<file path="src/rtl/ram_pkg.sv">
// rtl/ram_pkg.sv - shared constants and state encoding for the ram8 bank
package ram_pkg;

  localparam int ADDR_W = 3;
  localparam int DEPTH  = 8;

  typedef enum logic {
    IDLE  = 1'b0,
    CLEAR = 1'b1
  } state_t;

endpackage

</file>
<file path="src/rtl/ram8_bank_dmux8way.sv">
// rtl/ram8_bank_dmux8way.sv - one-in, eight-out demultiplexer used as the load decoder
module DMux8Way (
  input  logic       in,
  input  logic [2:0] sel,
  output logic       a,
  output logic       b,
  output logic       c,
  output logic       d,
  output logic       e,
  output logic       f,
  output logic       g,
  output logic       h
);

  // route the single input onto the output picked by sel, all others low
  always_comb begin
    a = 1'b0;
    b = 1'b0;
    c = 1'b0;
    d = 1'b0;
    e = 1'b0;
    f = 1'b0;
    g = 1'b0;
    h = 1'b0;
    case (sel)
      3'd0: a = in;
      3'd1: b = in;
      3'd2: c = in;
      3'd3: d = in;
      3'd4: e = in;
      3'd5: f = in;
      3'd6: g = in;
      default: h = in;
    endcase
  end

endmodule

</file>
<file path="src/rtl/ram8_bank.sv">
// rtl/ram8_bank.sv - eight-word register bank with decoded writes and a clear sweep
module ram8_bank
  import ram_pkg::*;
#(
  parameter int WIDTH = 16
) (
  input  logic              clk,
  input  logic              rst_n,
  input  logic [WIDTH-1:0]  in,
  input  logic              load,
  input  logic [ADDR_W-1:0] address,
  input  logic              clear,
  output logic [WIDTH-1:0]  out,
  output logic              busy
);

  state_t            state;
  state_t            state_nxt;
  logic [ADDR_W-1:0] cnt;
  logic [ADDR_W-1:0] cnt_nxt;
  logic [DEPTH-1:0]  ld;
  logic [WIDTH-1:0]  mem [DEPTH];

  assign busy = (state == CLEAR);

  // writes are locked out for the whole sweep by gating the decoder input
  DMux8Way u_dec (
    .in  (load & ~busy),
    .sel (address),
    .a   (ld[0]),
    .b   (ld[1]),
    .c   (ld[2]),
    .d   (ld[3]),
    .e   (ld[4]),
    .f   (ld[5]),
    .g   (ld[6]),
    .h   (ld[7])
  );

  // next-state logic: a clear request starts an 8-word sweep that cannot be extended
  always_comb begin
    state_nxt = state;
    cnt_nxt   = cnt;
    case (state)
      IDLE: begin
        if (clear) begin
          state_nxt = CLEAR;
          cnt_nxt   = '0;
        end
      end
      CLEAR: begin
        cnt_nxt = cnt + ADDR_W'(1);
        if (cnt == ADDR_W'(DEPTH - 1)) begin
          state_nxt = IDLE;
        end
      end
      default: begin
        state_nxt = IDLE;
        cnt_nxt   = '0;
      end
    endcase
  end

  // state and sweep counter registers
  always_ff @(posedge clk or negedge rst_n) begin
    if (!rst_n) begin
      state <= IDLE;
      cnt   <= '0;
    end else begin
      state <= state_nxt;
      cnt   <= cnt_nxt;
    end
  end

  // storage: the sweep zeroes word cnt, otherwise a decoded strobe captures in
  always_ff @(posedge clk or negedge rst_n) begin
    if (!rst_n) begin
      for (int i = 0; i < DEPTH; i++) begin
        mem[i] <= '0;
      end
    end else begin
      for (int i = 0; i < DEPTH; i++) begin
        if (busy && (cnt == ADDR_W'(i))) begin
          mem[i] <= '0;
        end else if (ld[i]) begin
          mem[i] <= in;
        end
      end
    end
  end

  assign out = mem[address];

endmodule

</file>
<file path="config.mk">
export PLATFORM = sky130hd
export DESIGN_NAME = ram8_bank
export DESIGN_NICKNAME = d
export VERILOG_FILES = /design/src/rtl/ram_pkg.sv /design/src/rtl/ram8_bank_dmux8way.sv /design/src/rtl/ram8_bank.sv
export SDC_FILE = /design/constraint.sdc
export NUM_CORES = 1
export LEC_CHECK = 0
export BUFFER_PORTS_ARGS = -buffer_cell sky130_fd_sc_hd__buf_4
export CORE_AREA = 4 4 177 93
export CTS_BUF_LIST = sky130_fd_sc_hd__clkbuf_16
export DETAILED_ROUTE_END_ITERATION = 12
export DIE_AREA = 0 0 181 97
export PLACE_DENSITY_LB_ADDON = 0.12
export SETUP_SLACK_MARGIN = 0.05
export SYNTH_ARGS = -nofsm -noshare
export SYNTH_HDL_FRONTEND = slang
export SYNTH_SLANG_ARGS = --single-unit
</file>
<file path="constraint.sdc">
create_clock -name clk -period 1.75 [get_ports clk]
set_input_delay 0 -clock clk [delete_from_list [all_inputs] [get_ports clk]]
set_output_delay 0 -clock clk [all_outputs]
set_load 0.1 [all_outputs]
</file>
==> results of run 1 <==
worst paths after layout:
kind,startpoint,endpoint,slack (ps),cells after the start
hold / removal,in[0],mem[112],20,3
setup reg to reg,cnt[0],mem[10],290,6
hold reg to reg,mem[22],mem[22],520,2
setup / recovery,mem[117],out[5],-40,3
max in group asynchronous,rst_n,mem[114],1040,3
min in group asynchronous,rst_n,mem[124],30,2
what timing repair did:
| action | 4_1_cts | 5_1_grt |
|---|---|---|
| pin swaps | 0 | 3 |
| buffers inserted | 3 | 3 |
| gates resized for setup | 18 | 18 |
| hold endpoints to repair | 215 | 0 |
| setup endpoints to repair | 9 | 8 |
| hold buffers | 14 | 0 |
placed cells by master (no fill, tap or decap), types with 2 or more instances in the layout:
cell / synthesis / layout
a21o_1: 2 / 2
mux4_2: 7 / 10
clkbuf_16: 0 / 17
o22ai_2: 0 / 6
bufinv_16: 0 / 4
buf_12: 0 / 12
inv_1: 20 / 21
buf_6: 12 / 3
nand3_1: 4 / 4
a211oi_2: 0 / 4
o31ai_1: 2 / 2
o2bb2ai_1: 4 / 4
nand2_1: 142 / 139
dlygate4sd3_1: 0 / 14
mux2_4: 0 / 5
nand2b_1: 6 / 6
buf_4: 2 / 63
a221oi_4: 0 / 4
nand3b_1: 4 / 4
o22ai_1: 15 / 9
clkinvlp_4: 0 / 2
nand2_2: 1 / 4
clkinv_4: 0 / 4
dfrtp_1: 132 / 131
nor2_4: 0 / 2
nor3_1: 5 / 5
inv_6: 0 / 3
mux2_2: 23 / 18
mux2i_1: 140 / 139
or2_2: 2 / 2
ha_1: 6 / 6
state kept, by name, indices dropped and copies added, names as in the netlist:
register  cells
mem         128
cnt           3
busy          1
synthesized netlist by cell type, types with 2 or more instances:
| library cell | n |
|---|---|
| a211oi_1 | 6 |
| a21o_1 | 2 |
| a221oi_1 | 5 |
| buf_2 | 10 |
| buf_4 | 2 |
| buf_6 | 12 |
| clkbuf_1 | 9 |
| dfrtp_1 | 132 |
| ha_1 | 6 |
| inv_1 | 20 |
| mux2_2 | 23 |
| mux2i_1 | 140 |
| mux4_1 | 3 |
| mux4_2 | 7 |
| nand2_1 | 142 |
| nand2b_1 | 6 |
| nand3_1 | 4 |
| nand3b_1 | 4 |
| nor2_2 | 3 |
| nor3_1 | 5 |
| o22ai_1 | 15 |
| o2bb2ai_1 | 4 |
| o31ai_1 | 2 |
| or2_2 | 2 |
worst max-delay path, cell delays in order, from the launching register on:
cell,delay (ps)
dfrtp_1,420
mux4_2,470
mux2_4,300
buf_12,170
routing by layer:
metal | vias to the layer above | routed length, microns
li1 | 2167 | -
met1 | 2486 | 10100
met2 | 142 | 8420
met3 | 18 | 1040
met4 | 0 | 210
met5 | - | 0
kinds of logic (layout without fill, tap and decap cells):
logic type	Yosys count	after routing	share of synthesized area, %
buffers and inverters	55	145	4.92
flip-flops	132	132	49.6
AND/OR/NAND/NOR	176	176	11.8
adder cells (fa/ha/maj)	6	6	1.13
AO/OA/AOI/OAI	37	37	4.06
multiplexers	173	173	28.5
area by class of cell:
cell class              instances  area share (%)
repair buffers                 92            10.6
inverters                      21           0.939
clock inverters                15            2.44
clock buffers                  17            5.07
well taps                     204            3.04
flip-flops and latches        132            39.4
multi-input cells             392            38.5
report_power, final:
part	leakage [nW]	total [mW]	switching (mW)	internal (mW)
Clock	0.306	3.84	1.44	2.40
Combinational	2.21	4.96	3.07	1.89
Sequential	1.80	4.99	0.753	4.24
==> impl_metrics.py, run 1 <==
metrics = {
    "yosys": {
        "synth-async-reset-ratio_pct": 100,
        "ys_types": 39,
        "syn_inst": 579,
        "ys_seq_area_share_pct": 49.6,
        "syn_area_sq_um": 6660,
        "synth_edf_count": 0,
        "synth-main-ff-cell": "dfrtp_1",
        "yosysTopAreaCell": "dfrtp_1",
        "synth.area.top_cells": "dfrtp_1 50%, mux2i_1 21%, nand2_1 8.0%, mux2_2 3.9%, mux4_2 2.4%",
        "ys_warn_count": 0,
        "synth_nets": 608,
        "syn_area_per_cell_sq_um": 11.5,
        "synth-seq-cells": 132,
        "synth_top_area_share_pct": 49.6,
    },
    "hold_path": {
        "hp-class": "in2reg",
    },
    "floorplan": {
        "start_util_pct": 44.3,
        "die_h_microns": 97,
        "io_pins": 40,
        "core_sq_um": 15000,
        "fp.dieW_microns": 181,
        "rows": 32,
        "die_area_sq_um": 17600,
    },
    "drt": {
        "wl_per_cell_microns": 22.6,
        "postRouteAntennaNets": 0,
        "first_iter_violations": 447,
        "vias_per_cell": 5.51,
        "dr.pass1.iters": 5,
        "drc": 0,
        "wirelength_microns": 19700,
        "dr_total_vias": 4813,
    },
    "timing": {
        "grt_setup_unrepaired": "true",
        "clock_skew_ps": 8.38,
        "layout_setup_ws_ps": -35.9,
        "setup_viol": 1,
        "finalHoldViolations": 0,
        "timing.final.crit_period_ps": 1790,
        "slew_headroom_pct": 68.5,
        "fmax_mhz": 560,
        "finalCritPeriodShare_pct": 102,
        "worst_pin_slew_ps": 459,
        "timing.hold.ws_ps": 17.4,
        "slew_violations": 0,
        "tns_ps": -35.9,
    },
    "setup_path": {
        "cp.arrival_ps": 1790,
        "crit_fanout": 2,
        "worstSetupEndpointType": "primary output",
        "cp.required_ps": 1750,
        "path_class": "reg2out",
        "crit_path_start_kind": "flip-flop",
    },
    "placement": {
        "dpl_cell_area_sq_um": 7440,
        "dp_hpwl_microns": 12700,
        "gp_congestion": 0.822,
        "place_ws_ps": 254,
        "port_buffers": 39,
        "dp.cells": 821,
    },
    "final_layout": {
        "fin_nets": 685,
        "multiInputGateArea_sq_um": 3240,
        "final_cells": 873,
        "num-fill-cells": 1278,
        "fin_area_sq_um": 8390,
        "n_antenna_cell": 0,
        "drive_above_1_share_pct": 26.5,
        "finish.utilization_pct": 55.9,
        "seq_area_sq_um": 3310,
        "area_growth_pct": 26.1,
    },
    "cts": {
        "clock_sinks": 132,
        "h-tree-depth": 4,
        "numCtsBuffers": 17,
        "clk_latency_ps": 430,
        "path_clk_slew_ps": 60,
        "cts_tree": "built",
        "cts_buffer_depth": 2,
        "root_buffer": "clkbuf_16",
    },
    "power": {
        "powerDensity_nw_per_um2": 1640,
        "irDropWorstVdd_v": 0.000836,
        "p_leak_nw": 4.32,
        "finalPower_mw": 13.8,
    },
    "outcome": {
        "status": "finished, violations left",
        "violations": "negative setup slack",
    },
    "global_routing": {
        "gr-usage-met2_pct": 33.3,
        "grt_pass1_vias": 4977,
        "met3_usage_pct": 4.62,
        "grt-ovfl-total": 0,
        "grtUsageTotal_pct": 23.4,
        "grt_max_degree": 64,
        "grt-busiest-layer": "met1",
        "grt_pass1_wl_microns": 30900,
        "met1_usage_pct": 36.4,
        "antenna_found_initial": 0,
    },
    "job": {
        "maxCapViolCount": 0,
    },
}
Note: power is estimated with default switching activity, not from simulation.
==> run 2: changes to the inputs <==
SYNTH_HIERARCHICAL = 1   (was not set)
clock period = 2.3 ns   (was 1.75 ns; I/O delays follow)
==> impl_metrics.py, run 2 <==
metrics = {
    "drt": {
        "vias_per_cell": 5.34,
        "dr_total_vias": 4211,
        "wl_per_cell_microns": 22.9,
        "wirelength_microns": 18000,
        "drc": 0,
        "postRouteAntennaNets": 0,
        "dr.pass1.iters": 6,
        "first_iter_violations": 382,
    },
    "cts": {
        "cts_tree": "built",
        "h-tree-depth": 4,
        "hold_buffers": 18,
        "postCtsSetupBuffers": 0,
        "clk_latency_ps": 430,
        "numCtsBuffers": 17,
        "cts_buffer_depth": 2,
        "clock_sinks": 132,
        "root_buffer": "clkbuf_16",
        "path_clk_slew_ps": 60,
        "ctsResizeCount": 0,
    },
    "yosys": {
        "ys_warn_count": 6,
        "synth-main-ff-cell": "dfrtp_1",
        "ys_seq_area_share_pct": 49.7,
        "synthXorXnorAreaFrac_pct": 0,
        "syn_inst": 528,
        "syn_area_sq_um": 6640,
        "synth-seq-cells": 132,
        "synth-async-reset-ratio_pct": 100,
        "yosys.area_share.simple_pct": 9.91,
        "ys_types": 26,
        "ys_top_cells_by_count": "132 x dfrtp_1, 129 x mux2i_1, 128 x nor2_1",
        "synthAdderAreaFrac_pct": 1.13,
        "synth_top_area_share_pct": 49.7,
        "synthMuxAreaShare_pct": 34.6,
        "yosysMostFrequentCell": "dfrtp_1",
        "synth_nets": 557,
        "synth_top_family_by_area": "multiplexers",
        "synth_edf_count": 0,
        "yosysTopAreaCell": "dfrtp_1",
        "synth.area.top_cells": "dfrtp_1 50%, mux2i_1 19%, mux4_1 11%, nor2_1 7.2%, mux2_2 2.7%",
        "synth_compound_area_share_pct": 0.339,
        "syn_area_per_cell_sq_um": 12.6,
    },
    "global_routing": {
        "grt-busiest-layer": "met1",
        "met1_usage_pct": 33.2,
        "grt_pass1_vias": 4351,
        "gr-usage-met2_pct": 29.4,
        "antenna_found_initial": 0,
        "grt-ovfl-total": 0,
        "grt_pass1_wl_microns": 27600,
        "met3_usage_pct": 5.00,
        "grtUsageTotal_pct": 21.3,
        "grt_max_degree": 51,
    },
    "floorplan": {
        "core_sq_um": 15000,
        "rows": 32,
        "die_area_sq_um": 17600,
        "die_h_microns": 97,
        "start_util_pct": 44.3,
        "io_pins": 40,
        "fp.dieW_microns": 181,
    },
    "setup_path": {
        "slowest_stage": "dfrtp_2",
        "critPathBufInv": 1,
        "crit_fanout": 17,
        "crit_path_start_kind": "flip-flop",
        "cp.arrival_ps": 2280,
        "path_cells": "nor2b_1 -> nor4b_4 -> buf_4 -> mux2i_1 -> nor2_1",
        "cp_top_family": "simple AND/OR/NAND/NOR gates",
        "slowest_delay_ps": 510,
        "cp.required_ps": 2590,
        "worstSetupEndpointType": "flip-flop",
        "path_class": "reg2reg",
    },
    "final_layout": {
        "seq_area_sq_um": 3300,
        "largest_reg_flops": 128,
        "area_growth_pct": 20.0,
        "fin_nets": 601,
        "top_register": "mem",
        "num-fill-cells": 1258,
        "n_antenna_cell": 0,
        "final_common_cell": "dfrtp_1",
        "multiInputGateArea_sq_um": 3060,
        "drive_above_1_share_pct": 20.7,
        "finish.utilization_pct": 53.1,
        "final_cell_mix": "131 x dfrtp_1, 129 x mux2i_1, 128 x nor2_1",
    },
    "timing": {
        "clock_skew_ps": 9.65,
        "tns_ps": 0,
        "fmax_mhz": 504,
        "finalCritPeriodShare_pct": 86.3,
        "grt_setup_unrepaired": "false",
        "setup_viol": 0,
        "timing.final.crit_period_ps": 1990,
        "finalHoldViolations": 0,
        "slew_headroom_pct": 54.8,
        "worst_pin_slew_ps": 677,
        "timing.hold.ws_ps": 104,
        "slew_violations": 0,
    },
    "power": {
        "powerDensity_nw_per_um2": 1120,
        "p_leak_nw": 3.79,
        "irDropWorstVdd_v": 0.000558,
    },
    "placement": {
        "dp_hpwl_microns": 11200,
        "gp_congestion": 0.757,
        "port_buffers": 39,
    },
    "outcome": {
        "status": "complete, no violations",
    },
    "hold_path": {
        "hp-class": "in2async",
    },
    "job": {
        "maxCapViolCount": 0,
    },
}
-- run 2: cell types whose count changed after synthesis, moves of 8 or more --
cell,delta
nand2_1,-141
nor2_1,+127
mux4_1,+25
inv_1,-16
clkbuf_1,+15
o22ai_1,-15
mux2i_1,-11
buf_1,+10
buf_2,+9
buf_6,-8
-- run 2: metrics by stage --
step	instances	worst slack, ps	area (sq um)	total power [mW]
after floorplan	528	99.0	6650	5.20
after global placement	739	442	7170	5.97
after detailed placement	739	345	7170	6.06
after CTS	788	312	7970	9.01
after global routing	788	187	7970	9.38
final	788	314	7970	8.95
-- run 2: per-layer routing --
| metal | vias up | share of wire, % |
|---|---|---|
| li1 | 1944 | - |
| met1 | 2172 | 51 |
| met2 | 78 | 43 |
| met3 | 17 | 5.0 |
| met4 | 0 | 1.1 |
| met5 | - | 0 |
-- run 2: path summary, 6_finish.rpt --
| kind | start | to | slack [ps] | depth (start not counted) |
|---|---|---|---|---|
| max | busy | mem[120] | 310 | 5 |
| min | rst_n | mem[19] | 100 | 2 |
| max reg2reg | busy | mem[120] | 310 | 5 |
| max in group asynchronous | rst_n | mem[26] | 1520 | 3 |
| min in group clk | clear | cnt[1] | 350 | 3 |
| min reg2reg | mem[91] | mem[91] | 510 | 2 |
-- run 2: report_power, final --
part | switching (mW) | total (mW) | internal, mW
logic | 1.74 | 2.70 | 0.963
registers | 0.388 | 3.34 | 2.95
clock network | 1.02 | 2.91 | 1.89
-- run 2: cells by family after synthesis --
group	after synthesis
AND/OR/NAND/NOR	148
flip-flops	132
buffers and inverters	62
adder cells (fa/ha/maj)	6
AO/OA/AOI/OAI	3
multiplexers	177
-- run 2: worst register-to-register path, delay by kind of cell, from the launching register on --
kind / cells / cell delay, ps
buf+inv: 1 / 310
flops: 1 / 510
mux: 1 / 250
simple gates: 3 / 790
-- run 2: final cells by class --
| type | instances | area share, % |
|---|---|---|
| tap | 204 | 3.20 |
| clock buffer | 17 | 5.34 |
| timing repair buffer | 83 | 9.01 |
| clock inverter | 14 | 2.42 |
| sequential | 132 | 41.4 |
| inverter | 4 | 0.188 |
| multi-input combinational | 334 | 38.4 |
==> run 3: changes to the inputs <==
CELL_PAD_IN_SITES_DETAIL_PLACEMENT = 0   (was not set)
CELL_PAD_IN_SITES_GLOBAL_PLACEMENT = 1   (was not set)
==> impl_metrics.py, run 3 (synthesis gave the netlist of run 2 again) <==
metrics = {
    "outcome": {
        "status": "complete, no violations",
    },
    "cts": {
        "cts_buffer_depth": 2,
        "cts_tree": "built",
        "clk_latency_ps": 410,
        "h-tree-depth": 4,
        "ctsResizeCount": 0,
        "path_clk_slew_ps": 60,
        "numCtsBuffers": 17,
        "root_buffer": "clkbuf_16",
        "clock_sinks": 132,
    },
    "hold_path": {
        "hp-class": "in2async",
    },
    "drt": {
        "wl_per_cell_microns": 23.2,
        "first_iter_violations": 167,
        "vias_per_cell": 5.43,
        "dr.pass1.iters": 5,
        "postRouteAntennaNets": 0,
        "drc": 0,
        "dr_total_vias": 4263,
        "wirelength_microns": 18200,
    },
    "global_routing": {
        "grt-ovfl-total": 0,
        "grt_max_degree": 50,
        "antenna_found_initial": 0,
        "grtUsageTotal_pct": 21.6,
        "grt_pass1_vias": 4596,
        "grt_pass1_wl_microns": 28500,
    },
    "timing": {
        "finalCritPeriodShare_pct": 89.0,
        "slew_violations": 0,
        "slew_headroom_pct": 34.1,
        "setup_viol": 0,
        "worst_pin_slew_ps": 988,
        "clock_skew_ps": 7.23,
        "fmax_mhz": 489,
        "tns_ps": 0,
        "timing.final.crit_period_ps": 2050,
        "timing.hold.ws_ps": 168,
        "finalHoldViolations": 0,
        "grt_setup_unrepaired": "false",
    },
    "placement": {
        "dp_hpwl_microns": 11200,
        "dp.cells": 735,
        "dpl_cell_area_sq_um": 7170,
        "gp_congestion": 0.745,
        "port_buffers": 39,
    },
    "power": {
        "p_leak_nw": 3.77,
        "pwr-share-seq_pct": 37.6,
        "swShare_pct": 35.7,
        "irDropWorstVdd_v": 0.000565,
        "combPwrFrac_pct": 30.3,
        "powerDensity_nw_per_um2": 1120,
        "p_sw_mw": 3.18,
        "finalPower_mw": 8.89,
        "p_clk_share_pct": 32.1,
        "p_int_mw": 5.72,
    },
    "floorplan": {
        "die_h_microns": 97,
        "rows": 32,
        "io_pins": 40,
        "start_util_pct": 44.3,
        "die_area_sq_um": 17600,
        "fp.dieW_microns": 181,
        "core_sq_um": 15000,
    },
    "final_layout": {
        "fin_area_sq_um": 7960,
        "final_cells": 785,
        "num-fill-cells": 1309,
        "top_register": "mem",
        "largest_reg_flops": 128,
        "n_antenna_cell": 0,
        "area_growth_pct": 19.9,
        "drive_above_1_share_pct": 20.8,
        "final_common_cell": "dfrtp_1",
        "fin_nets": 597,
        "final_cell_mix": "131 x dfrtp_1, 129 x mux2i_1, 128 x nor2_1",
    },
    "setup_path": {
        "cp.arrival_ps": 2310,
        "crit_path_start_kind": "flip-flop",
        "cp.required_ps": 2570,
        "worstSetupEndpointType": "flip-flop",
        "crit_fanout": 17,
        "path_class": "reg2reg",
    },
    "job": {
        "maxCapViolCount": 0,
    },
}
run 3: cell count changes in the layout (fill, tap and decap cells not counted):
cell	previous run	this run
bufinv_16	5	4
inv_6	0	1
buf_12	4	6
clkinv_4	0	3
clkinv_2	4	6
buf_4	61	55
clkinv_1	3	0
clkinvlp_4	1	0
run 3: per-layer routing:
layer	GRT usage (%)	up-vias	share of wire (%)
met1	33.7	2221	47
met5	0	-	0
met2	30.8	98	45
met4	5.59	0	0.68
li1	-	1934	-
met3	4.32	10	7.1
run 3: power groups by stage:
stage / logic [mW] / registers (mW) / clock network, mW
5_1_grt: 2.95 / 3.42 / 3.00
3_3_place_gp: 2.65 / 3.34 / 0
3_5_place_dp: 2.70 / 3.37 / 0
6_report: 2.70 / 3.34 / 2.85
4_1_cts: 2.73 / 3.34 / 2.91
2_1_floorplan: 1.93 / 3.27 / 0
run 3: worst paths after layout:
path / from / to / slack [ps] / cells past startpoint
hold reg to reg: mem[99] / mem[99] / 510 / 2
min in group clk: address[1] / mem[0] / 350 / 4
setup reg to reg: busy / mem[72] / 250 / 5
hold / removal: rst_n / mem[75] / 170 / 2
max in group asynchronous: rst_n / mem[50] / 1240 / 3
setup / recovery: busy / mem[72] / 250 / 5
run 3: critical path, stage by stage, from the launching register on:
cell and delay, ps:
dfrtp_2 510, nor2b_1 410, and4b_2 290, buf_4 350, mux2i_1 280, nor2_1 60
run 3: cell type report:
type	count	area, sq um	share of cell area (%)
inverters	4	15.0	0.189
flip-flops and latches	132	3300	41.5
well taps	204	255	3.21
multi-input cells	334	3060	38.4
repair buffers	79	713	8.96
clock inverters	15	189	2.37
clock buffers	17	425	5.34
run 3: repair_timing:
item | 4_1_cts | 5_1_grt
setup buffers | 0 | 0
hold endpoints to repair | 177 | 0
hold buffers | 18 | 0
run 3: per-stage QoR:
step,util [%],worst slack [ps]
finish,53.0,253
global route,53.0,125
detailed placement,47.8,265
floorplan,-,99.0
CTS,53.0,222
global placement,47.8,320
